==> src/rtl/washing_mach_plant_if.sv <==
// Actuator/sensor bundle between the washing machine controller and its plant model.
//   master : controller side, drives the actuator commands and reads the sensors
//   slave  : plant side, reads the commands and drives the sensors
// Command signals : door_lock, fill_valve_on, drain_valve_on, motor_on, soap_wash, water_wash
// Sensor signals  : filled, drained, detergent_added, cycle_timeout, spin_timeout, level
// Optional        : fault (only when WASH_PLANT_FAULT_CHECK_EN is defined)
interface washing_mach_plant_if #(
  parameter int unsigned LVL_W = 8
);
  logic             door_lock;
  logic             fill_valve_on;
  logic             drain_valve_on;
  logic             motor_on;
  logic             soap_wash;
  logic             water_wash;
  logic             filled;
  logic             drained;
  logic             detergent_added;
  logic             cycle_timeout;
  logic             spin_timeout;
  logic [LVL_W-1:0] level;
`ifdef WASH_PLANT_FAULT_CHECK_EN
  logic             fault;
`endif

  modport master (
    output door_lock, fill_valve_on, drain_valve_on, motor_on, soap_wash, water_wash,
    input  filled, drained, detergent_added, cycle_timeout, spin_timeout, level
`ifdef WASH_PLANT_FAULT_CHECK_EN
    , input fault
`endif
  );

  modport slave (
    input  door_lock, fill_valve_on, drain_valve_on, motor_on, soap_wash, water_wash,
    output filled, drained, detergent_added, cycle_timeout, spin_timeout, level
`ifdef WASH_PLANT_FAULT_CHECK_EN
    , output fault
`endif
  );
endinterface

==> src/rtl/washing_mach_plant.sv <==
// Plant/sensor model for the washing machine controller. Integrates the valve commands into a
// saturating water level, doses detergent after the drum has been full in the soap phase for
// DET_DELAY clocks, and times wash and spin activity.
// Ports:
//   clk    : system clock, rising edge
//   reset  : asynchronous active-low reset
//   plant  : washing_mach_plant_if.slave (commands in, sensors out)
// Build option: WASH_PLANT_FAULT_CHECK_EN adds a sticky fault sensor that flags simultaneous
//   fill/drain, motor running with the door unlocked, and filling at full level.
module washing_mach_plant #(
  parameter int unsigned LVL_W       = 8,
  parameter int unsigned FULL_LEVEL  = 200,
  parameter int unsigned FILL_RATE   = 4,
  parameter int unsigned DRAIN_RATE  = 8,
  parameter int unsigned DET_DELAY   = 3,
  parameter int unsigned WASH_CYCLES = 50,
  parameter int unsigned SPIN_CYCLES = 30
) (
  input logic                  clk,
  input logic                  reset,
  washing_mach_plant_if.slave  plant
);

  localparam int unsigned DetW  = $clog2(DET_DELAY + 1);
  localparam int unsigned CycW  = $clog2(WASH_CYCLES + 1);
  localparam int unsigned SpinW = $clog2(SPIN_CYCLES + 1);

  // Level arithmetic is done one bit wider so the fill sum never wraps before saturation.
  localparam logic [LVL_W:0]   FillInc  = (LVL_W + 1)'(FILL_RATE);
  localparam logic [LVL_W:0]   DrainDec = (LVL_W + 1)'(DRAIN_RATE);
  localparam logic [LVL_W:0]   FullExt  = (LVL_W + 1)'(FULL_LEVEL);
  localparam logic [LVL_W-1:0] FullLvl  = LVL_W'(FULL_LEVEL);

  localparam logic [DetW-1:0]  DetMax  = DetW'(DET_DELAY - 1);
  localparam logic [CycW-1:0]  CycMax  = CycW'(WASH_CYCLES - 1);
  localparam logic [SpinW-1:0] SpinMax = SpinW'(SPIN_CYCLES - 1);

  logic [LVL_W-1:0] level_q, level_d;
  logic [DetW-1:0]  det_cnt_q, det_cnt_d;
  logic [CycW-1:0]  cyc_cnt_q, cyc_cnt_d;
  logic [SpinW-1:0] spin_cnt_q, spin_cnt_d;
  logic             det_q, det_d;
  logic             cyc_to_q, cyc_to_d;
  logic             spin_to_q, spin_to_d;

  logic             filled;
  logic             det_cond;
  logic             wash_act;
  logic             spin_act;
  logic [LVL_W:0]   level_ext;
  logic [LVL_W:0]   fill_sum;

  assign filled    = (level_q >= FullLvl);
  assign det_cond  = plant.soap_wash & filled;
  // drain_valve_on separates the two phases, so wash_act and spin_act never overlap.
  assign wash_act  = plant.motor_on & (plant.soap_wash | plant.water_wash) & ~plant.drain_valve_on;
  assign spin_act  = plant.motor_on & plant.drain_valve_on;
  assign level_ext = {1'b0, level_q};
  assign fill_sum  = level_ext + FillInc;

  always_comb begin
    level_d = level_q;
    if (plant.fill_valve_on && !plant.drain_valve_on) begin
      level_d = (fill_sum >= FullExt) ? FullLvl : LVL_W'(fill_sum);
    end else if (plant.drain_valve_on && !plant.fill_valve_on) begin
      level_d = (level_ext <= DrainDec) ? '0 : LVL_W'(level_ext - DrainDec);
    end
  end

  // Each counter saturates at its terminal value; the flag is set on the clock after the
  // terminal value is reached and drops with the qualifying condition (no pause/resume).
  always_comb begin
    det_cnt_d = '0;
    det_d     = 1'b0;
    if (det_cond) begin
      det_cnt_d = (det_cnt_q == DetMax) ? det_cnt_q : det_cnt_q + DetW'(1);
      det_d     = det_q | (det_cnt_q == DetMax);
    end
  end

  always_comb begin
    cyc_cnt_d = '0;
    cyc_to_d  = 1'b0;
    if (wash_act) begin
      cyc_cnt_d = (cyc_cnt_q == CycMax) ? cyc_cnt_q : cyc_cnt_q + CycW'(1);
      cyc_to_d  = cyc_to_q | (cyc_cnt_q == CycMax);
    end
  end

  always_comb begin
    spin_cnt_d = '0;
    spin_to_d  = 1'b0;
    if (spin_act) begin
      spin_cnt_d = (spin_cnt_q == SpinMax) ? spin_cnt_q : spin_cnt_q + SpinW'(1);
      spin_to_d  = spin_to_q | (spin_cnt_q == SpinMax);
    end
  end

  always_ff @(posedge clk or negedge reset) begin
    if (!reset) begin
      level_q    <= '0;
      det_cnt_q  <= '0;
      cyc_cnt_q  <= '0;
      spin_cnt_q <= '0;
      det_q      <= 1'b0;
      cyc_to_q   <= 1'b0;
      spin_to_q  <= 1'b0;
    end else begin
      level_q    <= level_d;
      det_cnt_q  <= det_cnt_d;
      cyc_cnt_q  <= cyc_cnt_d;
      spin_cnt_q <= spin_cnt_d;
      det_q      <= det_d;
      cyc_to_q   <= cyc_to_d;
      spin_to_q  <= spin_to_d;
    end
  end

  assign plant.level           = level_q;
  assign plant.filled          = filled;
  assign plant.drained         = (level_q == '0);
  assign plant.detergent_added = det_q;
  assign plant.cycle_timeout   = cyc_to_q;
  assign plant.spin_timeout    = spin_to_q;

`ifdef WASH_PLANT_FAULT_CHECK_EN
  logic fault_q;
  logic fault_set;

  assign fault_set = (plant.fill_valve_on & plant.drain_valve_on) |
                     (plant.motor_on & ~plant.door_lock) |
                     (plant.fill_valve_on & (level_q == FullLvl));

  always_ff @(posedge clk or negedge reset) begin
    if (!reset) begin
      fault_q <= 1'b0;
    end else if (fault_set) begin
      fault_q <= 1'b1;
    end
  end

  assign plant.fault = fault_q;
`endif

endmodule
==> src/flat_wrapper.sv <==
// flat-port wrapper written by rule: the top's interface ports become plain ports
module washing_mach_plant_flat 
#(
  parameter int unsigned LVL_W       = 8,
  parameter int unsigned FULL_LEVEL  = 200,
  parameter int unsigned FILL_RATE   = 4,
  parameter int unsigned DRAIN_RATE  = 8,
  parameter int unsigned DET_DELAY   = 3,
  parameter int unsigned WASH_CYCLES = 50,
  parameter int unsigned SPIN_CYCLES = 30
)
  (clk, reset, plant_door_lock, plant_fill_valve_on, plant_drain_valve_on, plant_motor_on, plant_soap_wash, plant_water_wash, plant_filled, plant_drained, plant_detergent_added, plant_cycle_timeout, plant_spin_timeout, plant_level);
  washing_mach_plant_if #(.LVL_W(LVL_W)) plant_i ();
  input logic clk;
  input logic reset;
  input wire logic [$bits(plant_i.door_lock)-1:0] plant_door_lock;
  input wire logic [$bits(plant_i.fill_valve_on)-1:0] plant_fill_valve_on;
  input wire logic [$bits(plant_i.drain_valve_on)-1:0] plant_drain_valve_on;
  input wire logic [$bits(plant_i.motor_on)-1:0] plant_motor_on;
  input wire logic [$bits(plant_i.soap_wash)-1:0] plant_soap_wash;
  input wire logic [$bits(plant_i.water_wash)-1:0] plant_water_wash;
  output wire logic [$bits(plant_i.filled)-1:0] plant_filled;
  output wire logic [$bits(plant_i.drained)-1:0] plant_drained;
  output wire logic [$bits(plant_i.detergent_added)-1:0] plant_detergent_added;
  output wire logic [$bits(plant_i.cycle_timeout)-1:0] plant_cycle_timeout;
  output wire logic [$bits(plant_i.spin_timeout)-1:0] plant_spin_timeout;
  output wire logic [$bits(plant_i.level)-1:0] plant_level;
  assign plant_i.door_lock = plant_door_lock;
  assign plant_i.fill_valve_on = plant_fill_valve_on;
  assign plant_i.drain_valve_on = plant_drain_valve_on;
  assign plant_i.motor_on = plant_motor_on;
  assign plant_i.soap_wash = plant_soap_wash;
  assign plant_i.water_wash = plant_water_wash;
  assign plant_filled = plant_i.filled;
  assign plant_drained = plant_i.drained;
  assign plant_detergent_added = plant_i.detergent_added;
  assign plant_cycle_timeout = plant_i.cycle_timeout;
  assign plant_spin_timeout = plant_i.spin_timeout;
  assign plant_level = plant_i.level;
  washing_mach_plant #(.LVL_W(LVL_W), .FULL_LEVEL(FULL_LEVEL), .FILL_RATE(FILL_RATE), .DRAIN_RATE(DRAIN_RATE), .DET_DELAY(DET_DELAY), .WASH_CYCLES(WASH_CYCLES), .SPIN_CYCLES(SPIN_CYCLES)) u_core (.clk(clk), .reset(reset), .plant(plant_i));
endmodule
==> config.mk <==
export PLATFORM = sky130hd
export DESIGN_NAME = washing_mach_plant_flat
export DESIGN_NICKNAME = d
export VERILOG_FILES = /design/src/rtl/washing_mach_plant_if.sv /design/src/rtl/washing_mach_plant.sv /design/src/flat_wrapper.sv
export SDC_FILE = /design/constraint.sdc
export NUM_CORES = 1
export LEC_CHECK = 0
export CAP_MARGIN = 20
export CELL_PAD_IN_SITES_DETAIL_PLACEMENT = 1
export CELL_PAD_IN_SITES_GLOBAL_PLACEMENT = 1
export CORE_UTILIZATION = 35
export DETAILED_ROUTE_END_ITERATION = 10
export PLACE_DENSITY_LB_ADDON = 0.1
export SLEW_MARGIN = 25
export SYNTH_ARGS = -nofsm -noshare
export SYNTH_HDL_FRONTEND = slang
export SYNTH_SLANG_ARGS = --single-unit
==> constraint.sdc <==
create_clock -name clk -period 2.15 [get_ports clk]
set_input_delay 0.43 -clock clk [delete_from_list [all_inputs] [get_ports clk]]
set_output_delay 0.43 -clock clk [all_outputs]
set_load 0.05 [all_outputs]
==> impl_metrics.tcl <==
set metrics [dict create \
    seqPwrFrac_pct 32.5 \
    p_sw_w 0.0009170 \
    setup_viol 0 \
    start_util_pct 37.91 \
    cts_hold_buf 0 \
    grt_pass1_wl_mm 5.740 \
    final_max_slew_viol_count 0 \
    dp_hpwl_mm 2.631 \
    vias_per_cell 5.194 \
    antenna_cells 0 \
    clock_power_share_pct 15.5 \
    post_cts.repair.setup_buffers 0 \
    coreArea_um2 3799 \
    final_common_cell "nor2_1" \
    critPathLaunchType "flip-flop" \
    fin_nets 207 \
    globalRouteTotalUtil_pct 17.40 \
    initialDrtViolationCount 39 \
    overflow 0 \
    r2r_slack_ns 0.26 \
    hold_start "u_core.plant.detergent_added" \
    globalplace.congestion 0.8051 \
    wire_per_inst_um 14.85 \
    timing.max_cap.violations 0 \
    hold_path.class "flip-flop to flip-flop" \
    yosysWarnings 0 \
    swShare_pct 47.72 \
    power_density_nw_per_um2 1114 \
    avgSynthCellArea_um2 8.728 \
    drc 0 \
    finalClockSkew_ns 0.003086 \
    cp.required_ns 1.72 \
    htreeDepth 1 \
    synth_top_area_share_pct 38.23 \
    grt_start_max_net_pins 23 \
    vias 1205 \
    period_share_pct 94.60 \
    seq_area_frac_synth_pct 38.23 \
    finalPower_w 0.001921 \
    rsz0062_at_grt "false" \
    hold_depth 2 \
    netlist-cell-type-count 37 \
    grt_pass1_vias 1239 \
    multi_input_area_um2 805.8 \
    worstSkewPairLatency_ns 0.26 \
    hold_violations 0 \
    die-area_um2 4375 \
    cts_num_sinks 22 \
    fin_setup_tns_ns 0 \
    die_h_um 66.15 \
    cts_made_buffers 3 \
    period_needed_ns 2.034 \
    ys_ff_latch 22 \
    fmax_mhz 491.6 \
    netlist_instances 165 \
    r2r_end "u_core.plant.level[2]" \
    clock-root-buffer "clkbuf_8" \
    ios 21 \
    path_clk_slew_ns 0.08 \
    synthToLayoutAreaGrowth_pct 19.72 \
    yosysTopAreaCell "dfrtp_1" \
    worstSetupEndpointType "output port" \
    antenna_left 0 \
    first_pass_iters 3 \
    syn_area_um2 1440 \
    whs_endpoint "u_core.plant.detergent_added" \
    antenna_found_initial 0 \
    cts_tree "yes" \
    synthArstFlopShare_pct 100.0 \
    leakagePower_nw 0.7576 \
    setup.worst_path.class "flip-flop to output port" \
    num_rows 22 \
    drive_gt1_share_pct 10.87 \
    internal_power_w 0.001004 \
    synth-main-ff-cell "dfrtp_1" \
    cts.repair.resized 0 \
    r2r_cells 6 \
    synth_edf_count 0 \
    pwr-share-comb_pct 52.0 \
    nFillCells 479 \
    regArea_um2 550.5 \
    worst_pin_slew_ns 0.5033 \
    vdd_drop_max_mv 0.6787 \
    yosys-top-cells-area "dfrtp_1 38%, ha_1 12%, nor2_1 7.6%" \
    clk_path_buf_depth 2 \
    final_cell_mix "29 x nor2_1, 22 x dfrtp_1, 14 x ha_1, 11 x inv_1, 10 x clkdlybuf4s50_1" \
    port_buffers 17 \
    r2r_start "u_core.plant.level[3]" \
    max_slew_margin_pct 66.34 \
    arrival_ns 1.60 \
    status "finished, final reports clean" \
    die_w_um 66.15 \
    path_max_fanout 10 \
    totalWireLength_mm 3.445 \
]
[power by group through the flow]
| stage | clock network (W) | registers (W) | logic [W] |
|---|---|---|---|
| 5_1_grt | 0.000332 | 0.000636 | 0.00108 |
| 3_3_place_gp | 0 | 0.000623 | 0.000976 |
| 3_5_place_dp | 0 | 0.000631 | 0.00100 |
| 2_1_floorplan | 0 | 0.000742 | 0.000573 |
| 4_1_cts | 0.000315 | 0.000624 | 0.00101 |
| 6_report | 0.000299 | 0.000625 | 0.000998 |
[synth_stat cells, drive strengths merged (4+ instances only)]
master  instances
ha             14
xnor2           5
nand2           7
and3            5
xor2            4
a21oi           6
inv            12
o21ai          12
dfrtp          22
o211ai          4
buf             5
nor2           29
nor3            6
nand3           7
[layer usage]
layer  share of wire [%]  routed length, um  global-route usage (%)
met1                  45               1547                   19.66
met2                  51               1772                   32.27
met3                 2.5                 85                   3.793
met4                 1.2                 40                   5.053
met5                   0                  0                       0
[worst max-delay path by stage]
stage                                startpoint                    end  slack (ns)
after CTS                 u_core.plant.level[3]          plant_drained        0.08
after global routing      u_core.plant.level[3]          plant_drained        0.04
after detailed placement   plant_drain_valve_on  u_core.plant.level[6]        0.15
after global placement     plant_drain_valve_on  u_core.plant.level[5]        0.18
final                     u_core.plant.level[3]          plant_drained        0.12
after floorplan           u_core.plant.level[3]           plant_filled        0.18
[flip-flops by register name (all words and copies together) (netlist names)]
name	count
u_core.cyc_cnt_q	6
u_core.plant.level	6
u_core.spin_cnt_q	5
u_core.det_cnt_q	2
u_core.plant.cycle_timeout	1
u_core.plant.detergent_added	1
u_core.plant.spin_timeout	1
[metrics by stage]
step | setup slack, ns | std cells | hold WS [ns] | area (um^2) | util [%]
after CTS | 0.07742 | 232 | 0.5192 | 1724 | 45.39
after global routing | 0.03865 | 232 | 0.5388 | 1724 | 45.39
after detailed placement | 0.1487 | 228 | 0.4907 | 1669 | 43.94
final | 0.1160 | 232 | 0.5094 | 1724 | 45.39
after floorplan | 0.1782 | 166 | 0.1344 | 1448 | -
after global placement | 0.1769 | 228 | 0.4812 | 1669 | 43.94
[critical path, stage by stage (launching register included)]
cell     delay (ns)
dfrtp_1        0.57
inv_1          0.18
ha_1           0.23
and3_1         0.21
buf_12         0.16
[kinds of logic (layout without fill, tap and decap cells)]
family / after synthesis / after routing / synth area share, %
simple gates: 64 / 64 / 21.29
compound gates: 35 / 35 / 15.47
flops: 22 / 22 / 38.23
buf+inv: 19 / 37 / 6.342
fa+ha+maj: 14 / 14 / 12.16
xor+xnor: 9 / 9 / 5.473
other cells: 1 / 2 / 0.2604
mux: 1 / 1 / 0.7819
[final cells by class]
class / instances / area share [%]
timing repair buffer: 21 / 12.05
sequential: 22 / 31.93
tap: 48 / 3.483
inverter: 12 / 2.612
clock buffer: 4 / 3.193
multi-input combinational: 125 / 46.73
(Power assumes the default switching activity.)
